## src/rtl/hyperbus_pkg.sv

```systemverilog
// rtl/hyperbus_pkg.sv - shared types and constants for the hyperbus transaction scheduler
package hyperbus_pkg;

  localparam int unsigned AddrW     = 32;
  localparam int unsigned LenW      = 16;
  localparam int unsigned ChipAddrW = 23;
  localparam int unsigned NChips    = 2;
  localparam int unsigned ChipIdxW  = (NChips > 1) ? $clog2(NChips) : 1;
  localparam int unsigned WordBytes = 2;

  typedef enum logic [1:0] {
    IDLE,
    ISSUE,
    WAIT,
    RESP
  } state_e;

  // In flight, addr is the next segment's byte address and len the words still to issue.
  typedef struct packed {
    logic [AddrW-1:0] addr;
    logic [LenW-1:0]  len;
    logic             write;
  } req_t;

  typedef struct packed {
    logic [ChipAddrW-1:0] addr;
    logic [LenW-1:0]      len;
    logic                 write;
    logic [NChips-1:0]    cs;
    logic                 last;
  } seg_t;

endpackage

```

## src/rtl/hyperbus_seg_calc.sv

```systemverilog
// rtl/hyperbus_seg_calc.sv - next-segment length, chip-boundary truncation and chip select decode
module hyperbus_seg_calc
  import hyperbus_pkg::*;
(
  input  logic [AddrW-1:0] addr_i,
  input  logic [LenW-1:0]  rem_i,
  input  logic [LenW-1:0]  max_words_i,
  input  logic             write_i,
  output seg_t             seg_o,
  output logic             err_o
);

  localparam int unsigned CmpW = ((ChipAddrW > LenW) ? ChipAddrW : LenW) + 1;
  localparam logic [ChipAddrW:0] ChipBytes = {1'b1, {ChipAddrW{1'b0}}};

  logic [ChipIdxW-1:0]  idx;
  logic [ChipAddrW-1:0] chip_addr;
  logic [ChipAddrW:0]   bytes_left;
  logic [CmpW-1:0]      bnd_words;
  logic [CmpW-1:0]      seg_w;

  assign idx       = addr_i[ChipAddrW +: ChipIdxW];
  assign chip_addr = addr_i[ChipAddrW-1:0];

  // Segment = min(remaining, max words if nonzero, words left before the chip end).
  always_comb begin
    err_o      = (32'(idx) >= NChips) || (addr_i[AddrW-1:ChipAddrW+ChipIdxW] != '0);
    bytes_left = ChipBytes - {1'b0, chip_addr};
    bnd_words  = CmpW'(bytes_left / (ChipAddrW+1)'(WordBytes));
    seg_w      = CmpW'(rem_i);
    if ((max_words_i != '0) && (CmpW'(max_words_i) < seg_w)) seg_w = CmpW'(max_words_i);
    if (bnd_words < seg_w) seg_w = bnd_words;
    seg_o.addr  = chip_addr;
    seg_o.len   = seg_w[LenW-1:0];
    seg_o.write = write_i;
    seg_o.cs    = err_o ? '0 : (NChips'(1) << idx);
    seg_o.last  = (seg_w == CmpW'(rem_i));
  end

endmodule

```

## src/rtl/hyperbus_txn_sched.sv

```systemverilog
// rtl/hyperbus_txn_sched.sv - round-robin burst scheduler for the hyperbus PHY; HYPERBUS_SCHED_PERF_EN adds perf counters
module hyperbus_txn_sched
  import hyperbus_pkg::*;
#(
  parameter int unsigned NumChips      = NChips,
  parameter int unsigned AddrWidth     = AddrW,
  parameter int unsigned ChipAddrWidth = ChipAddrW,
  parameter int unsigned LenWidth      = LenW
) (
  input  logic                     clk_i,
  input  logic                     rst_ni,
`ifdef HYPERBUS_SCHED_PERF_EN
  input  logic                     perf_clr_i,
  output logic [31:0]              perf_seg_cnt_o,
  output logic [31:0]              perf_split_cnt_o,
`endif
  input  logic [LenWidth-1:0]      cfg_max_words_i,
  input  logic                     rd_valid_i,
  output logic                     rd_ready_o,
  input  logic [AddrWidth-1:0]     rd_addr_i,
  input  logic [LenWidth-1:0]      rd_len_i,
  output logic                     rd_done_o,
  input  logic                     wr_valid_i,
  output logic                     wr_ready_o,
  input  logic [AddrWidth-1:0]     wr_addr_i,
  input  logic [LenWidth-1:0]      wr_len_i,
  output logic                     wr_done_o,
  output logic                     err_o,
  output logic                     phy_valid_o,
  input  logic                     phy_ready_i,
  output logic [ChipAddrWidth-1:0] phy_addr_o,
  output logic [LenWidth-1:0]      phy_len_o,
  output logic                     phy_write_o,
  output logic [NumChips-1:0]      phy_cs_o,
  output logic                     phy_last_o,
  input  logic                     phy_done_i,
  output logic                     busy_o
);

  state_e state_q;
  req_t   cur_q;
  seg_t   seg_q;
  logic   phy_valid_q, rd_done_q, wr_done_q, err_q;
  logic   ptr_wr_q;

  logic   grant_rd, grant_wr, load, finish;
  req_t   calc_req;
  seg_t   calc_seg;
  logic   calc_err;

  // Arbitration and segment-load conditions; ready never looks at PHY handshakes.
  always_comb begin
    grant_rd = (state_q == IDLE) && rd_valid_i && (!wr_valid_i || !ptr_wr_q);
    grant_wr = (state_q == IDLE) && wr_valid_i && (!rd_valid_i || ptr_wr_q);
    load     = ((state_q == IDLE) && (grant_rd || grant_wr)) ||
               ((state_q == WAIT) && phy_done_i && (cur_q.len != '0));
    finish   = (state_q == WAIT) && phy_done_i && (cur_q.len == '0);
  end

  // Calculator sees the incoming request while idle and the in-flight remainder otherwise.
  always_comb begin
    if (state_q == IDLE) begin
      calc_req.addr  = grant_wr ? wr_addr_i : rd_addr_i;
      calc_req.len   = grant_wr ? wr_len_i : rd_len_i;
      calc_req.write = grant_wr;
    end else begin
      calc_req = cur_q;
    end
  end

  hyperbus_seg_calc u_seg_calc (
    .addr_i      (calc_req.addr),
    .rem_i       (calc_req.len),
    .max_words_i (cfg_max_words_i),
    .write_i     (calc_req.write),
    .seg_o       (calc_seg),
    .err_o       (calc_err)
  );

  // Main sequencer: grant, issue one segment, wait for PHY completion, respond.
  always_ff @(posedge clk_i or negedge rst_ni) begin
    if (!rst_ni) begin
      state_q     <= IDLE;
      cur_q       <= '0;
      seg_q       <= '0;
      phy_valid_q <= 1'b0;
      rd_done_q   <= 1'b0;
      wr_done_q   <= 1'b0;
      err_q       <= 1'b0;
      ptr_wr_q    <= 1'b0;
    end else begin
      rd_done_q <= 1'b0;
      wr_done_q <= 1'b0;
      err_q     <= 1'b0;
      if (state_q == IDLE && load) cur_q <= calc_req;
      if (load) begin
        if (calc_err) begin
          state_q   <= RESP;
          err_q     <= 1'b1;
          rd_done_q <= !calc_req.write;
          wr_done_q <= calc_req.write;
        end else begin
          state_q     <= ISSUE;
          phy_valid_q <= 1'b1;
          seg_q       <= calc_seg;
        end
      end
      if (finish) begin
        state_q   <= RESP;
        rd_done_q <= !cur_q.write;
        wr_done_q <= cur_q.write;
      end
      case (state_q)
        ISSUE: if (phy_ready_i) begin
          cur_q.addr  <= cur_q.addr + AddrW'(seg_q.len) * AddrW'(WordBytes);
          cur_q.len   <= cur_q.len - seg_q.len;
          phy_valid_q <= 1'b0;
          state_q     <= WAIT;
        end
        RESP: begin
          ptr_wr_q <= !cur_q.write;
          state_q  <= IDLE;
        end
        default: ;
      endcase
    end
  end

  assign rd_ready_o  = grant_rd;
  assign wr_ready_o  = grant_wr;
  assign rd_done_o   = rd_done_q;
  assign wr_done_o   = wr_done_q;
  assign err_o       = err_q;
  assign phy_valid_o = phy_valid_q;
  assign phy_addr_o  = seg_q.addr;
  assign phy_len_o   = seg_q.len;
  assign phy_write_o = seg_q.write;
  assign phy_cs_o    = seg_q.cs;
  assign phy_last_o  = seg_q.last;
  assign busy_o      = (state_q != IDLE);

`ifdef HYPERBUS_SCHED_PERF_EN
  logic [31:0] seg_cnt_q, seg_cnt_d, split_cnt_q, split_cnt_d;

  // Saturating event counters; clear beats a same-cycle increment.
  always_comb begin
    seg_cnt_d   = seg_cnt_q;
    split_cnt_d = split_cnt_q;
    if (perf_clr_i) begin
      seg_cnt_d   = '0;
      split_cnt_d = '0;
    end else begin
      if (phy_valid_q && phy_ready_i && (seg_cnt_q != '1)) seg_cnt_d = seg_cnt_q + 32'd1;
      if ((state_q == IDLE) && load && !calc_err && !calc_seg.last && (split_cnt_q != '1))
        split_cnt_d = split_cnt_q + 32'd1;
    end
  end

  // Counter registers.
  always_ff @(posedge clk_i or negedge rst_ni) begin
    if (!rst_ni) begin
      seg_cnt_q   <= '0;
      split_cnt_q <= '0;
    end else begin
      seg_cnt_q   <= seg_cnt_d;
      split_cnt_q <= split_cnt_d;
    end
  end

  assign perf_seg_cnt_o   = seg_cnt_q;
  assign perf_split_cnt_o = split_cnt_q;
`endif

endmodule

```

## config.mk

```make
export PLATFORM = sky130hd
export DESIGN_NAME = hyperbus_txn_sched
export DESIGN_NICKNAME = d
export VERILOG_FILES = /design/src/rtl/hyperbus_pkg.sv /design/src/rtl/hyperbus_seg_calc.sv /design/src/rtl/hyperbus_txn_sched.sv
export SDC_FILE = /design/constraint.sdc
export NUM_CORES = 1
export LEC_CHECK = 0
export ABC_AREA = 1
export CELL_PAD_IN_SITES_DETAIL_PLACEMENT = 0
export CELL_PAD_IN_SITES_GLOBAL_PLACEMENT = 2
export CORE_MARGIN = 2
export CORE_UTILIZATION = 29
export CTS_CLUSTER_SIZE = 25
export DETAILED_ROUTE_END_ITERATION = 8
export GPL_TIMING_DRIVEN = 0
export PLACE_DENSITY_LB_ADDON = 0.1
export SYNTH_ARGS = -nofsm -noshare
export SYNTH_HDL_FRONTEND = slang
export SYNTH_SLANG_ARGS = --single-unit
```

## constraint.sdc

```tcl
create_clock -name clk_i -period 5.4 [get_ports clk_i]
set_clock_uncertainty 0.05 [all_clocks]
set_input_delay 0.81 -clock clk_i [delete_from_list [all_inputs] [get_ports clk_i]]
set_output_delay 0.81 -clock clk_i [all_outputs]
set_load 0.05 [all_outputs]
```

==> summary.md <==
| Metric | Value |
|---|---|
| Delay of the slowest critical-path stage | roughly 0.5 ns |
| Via count | 9,591 |
| Grt met3 use | 2.513% |
| Failing checks | setup timing |
| CP max FO | 8 |
| Slew Viols, Final | 0 |
| Drt pass-1 iters | 5 |
| CTS tree | yes |
| Worst hold-check path type | primary input to asynchronous set/reset pin |
| Cts hold-fix bufs | 0 |
| Final non-filler cell total | 1,946 |
| Fmax | approximately 180 MHz |
| Initial antenna violation count | 1 |
| CTS Root Cell | clkbuf_16 |
| DIE WIDTH | 176.7 microns |
| Share of cells above drive strength 1 | 15.43% |
| Asr flop ratio synth | 100.0% |
| CTS Buf Count | 9 |
| Pwr Total | ~10 mW |
| Most used routing layer in global routing | met2 |
| HPWL reported at the end of detailed placement | 29,840 microns |
| Critical Path RT | 5.65 ns |
| Power per cell area | between 700 and 800 mW/mm^2 |
| H-tree levels | 3 |
| Synthesized flop and latch total | 99 |
| Clk sinks | 99 |
| Status | finished with violations |
| Clock Latency Late Sink | around 0.37 ns |
| Number of vias per cell | around 4.9 |
| Crit path DAT | ~5.8 ns |
| Crit path top cell by count | buf_8 |
| Period utilization | 101.9% |
| Final Hold Viols | 0 |
| Static leakage | 5.870 nW |
| Main flop type after synthesis | dfrtp_1 |
| Fin crit period | 5.503 ns |
| Commonest non-fill, non-tap cell in the layout | nand2_1 |
| Core area | just under 0.03 sq mm |
| Routability cong. | about 0.9 |
| Site Rows | 63 |
| # IOs | about 170 |
| Post-DRT Antenna Nets | 0 |
| Max clock buf depth | 2 |
| Cells after Synth | 1,312 |
| Max-cap violations | 0 |
| Ys Warns | 0 |
| Area grow syn2layout | 45.99% |
| GRT Util Overall | 24.85% |
| Startpoint types | primary input |
| Mapped cell area | ~0.0087 sq mm |
| Worst-Margin Slew | between 0.9 and 1 ns |
| Avg WL per Cell | slightly below 20 microns |
| Initial core utilization | 29.34% |
| Final core occ | a little over two fifths |
| Drt drc | 0 |
| Die area | 0.03123 sq mm |
| Final wirelength | between 30,000 and 40,000 microns |
| Syn_nets | about 1,500 |
| Dpl cells | between 1,500 and 2,000 |
| Post-synth cell types | 46 |
| Final WS setup | -0.1033 ns |
| Syn_area_per_cell | approximately 6.6 sq um |
| Nets | roughly 1,700 |
| Die Span Y | around 180 microns |
| Most frequent cells in the layout | nand2_1, inv_1, clkdlybuf4s50_1 |
| Total grt overflow | 0 |
| Rel. slew slack | about a third |
| Register area share after synthesis | about 29% |
| First-pass GRT wire length | a little under 60,000 microns |
| Met2 Use GR | around 40% |
| Critical path class | primary input to register |
| Unrepaired setup endpoints after global routing | yes |
| DR iter-0 viols | 573 |
| Post-synth EDFFs | 0 |
| CP endpoint kind | register |
| Vias in the first global route | between 9,000 and 10,000 |
| Largest net degree at the start of global routing | 52 |
| # setup viols final | 1 |
| Met1 GRT Util | 35.05% |
| Crit-path slowest cell | o211ai_1 |
| Port bufs | 167 |
| Min Hold Slack | approximately 0.33 ns |
| VDD IR-drop max | about 230 uV |
| Clk pin slew, worst setup/hold paths | roughly 0.090 ns |
final timing paths:
check,start,endpoint,slack [ns],depth (start not counted)
min in group clk_i,cur_q[0]$_DFFE_PN0P_,ptr_wr_q$_DFFE_PN0P_,0.43,1
min reg2reg,cur_q[0]$_DFFE_PN0P_,ptr_wr_q$_DFFE_PN0P_,0.43,1
max reg2reg,state_q[1]$_DFF_PN0_,phy_last_o$_DFFE_PN0P_,-0.07,39
min,rst_ni,phy_addr_o[7]$_DFFE_PN0P_,0.33,1
max,rd_valid_i,phy_last_o$_DFFE_PN0P_,-0.10,39
max in group asynchronous,rst_ni,cur_q[43]$_DFF_PN0_,4.27,2
logic make-up after synthesis:
kind of cell / count (synthesis) / synth area share, %
compound gates: 327 / 20.45
xor+xnor: 46 / 4.657
fa+ha+maj: 63 / 9.286
buf+inv: 247 / 11.17
flops: 99 / 28.64
mux: 1 / 0.1157
simple gates: 529 / 25.69
worst max-delay path: cells and delay by family:
kind | cells | cell delay (ns)
AO/OA/AOI/OAI | 11 | 1.58
adder cells (fa/ha/maj) | 2 | 0.48
buffers and inverters | 12 | 1.46
AND/OR/NAND/NOR | 14 | 1.35
flip-flops by register name, summed over array words and instances, names as in the netlist, 2 cells and up:
signal      cells
state_q         2
cur_q          49
phy_addr_o     23
phy_len_o      16
phy_cs_o        2
synthesized netlist by cell type (3+ instances only):
cell type  instances  area share, %
nand2_1          252             11
inv_1            187            8.1
o21ai_0          169            9.8
nor2_1           159            6.9
dfrtp_1           99             29
a21oi_1           71            4.1
nand3_1           69            4.0
ha_1              61            8.8
clkbuf_1          40            1.7
xor2_1            33            3.3
o21ai_1           27            1.6
o22ai_1           18            1.3
o211ai_1          13            1.1
xnor2_1           13            1.3
nor4_1            12           0.87
buf_2             10           0.58
nand4_1            9           0.65
nor3_1             9           0.52
a31oi_1            6           0.43
nand3b_1           6           0.52
nand2_2            4           0.29
o21a_1             4           0.35
buf_1              3           0.13
buf_4              3           0.26
o21bai_1           3           0.26
o31ai_1            3           0.26
or2_2              3           0.22
through the flow:
stage / instance area (sq um) / TNS (ns) / setup WS, ns
2_1_floorplan: 8653 / 0 / 0.004870
6_report: 12630 / -0.1033 / -0.1033
3_5_place_dp: 10840 / -46.84 / -3.212
3_3_place_gp: 10810 / -140.07 / -3.241
5_1_grt: 12630 / -0.7038 / -0.4159
4_1_cts: 12190 / -0.3381 / -0.3381
final cells by class:
cell class / count / area (sq um)
Multi-Input combinational cell: 966 / 5891
Inverter: 189 / 711.9
Clock inverter: 7 / 70.07
Antenna cell: 1 / 2.502
Tap cell: 390 / 488.0
Clock buffer: 9 / 225.2
Sequential cell: 99 / 2477
Timing Repair Buffer: 229 / 2222
Fill cell: 3120 / 16850
Buffer: 56 / 541.8
report_power, final:
part / switching [mW] / leakage (nW) / internal (mW)
logic: 4.67 / 4.51 / 2.92
registers: 0.393 / 1.22 / 1.10
clock network: 0.365 / 0.142 / 0.328
total: 5.43 / 5.87 / 4.35
what timing repair did:
item / CTS / global route
gates cloned: 3 / 1
gates resized for setup: 215 / 83
endpoints found under the setup margin: 17 / 17
buffers inserted: 40 / 17
pin swaps: 39 / 38
metal layers:
| metal | wire length (microns) | vias up |
|---|---|---|
| li1 | - | 4806 |
| met4 | 896 | 0 |
| met1 | 18380 | 4511 |
| met2 | 17840 | 237 |
| met3 | 1456 | 37 |
| met5 | 0 | - |
Power figures use the tool's default switching activity.
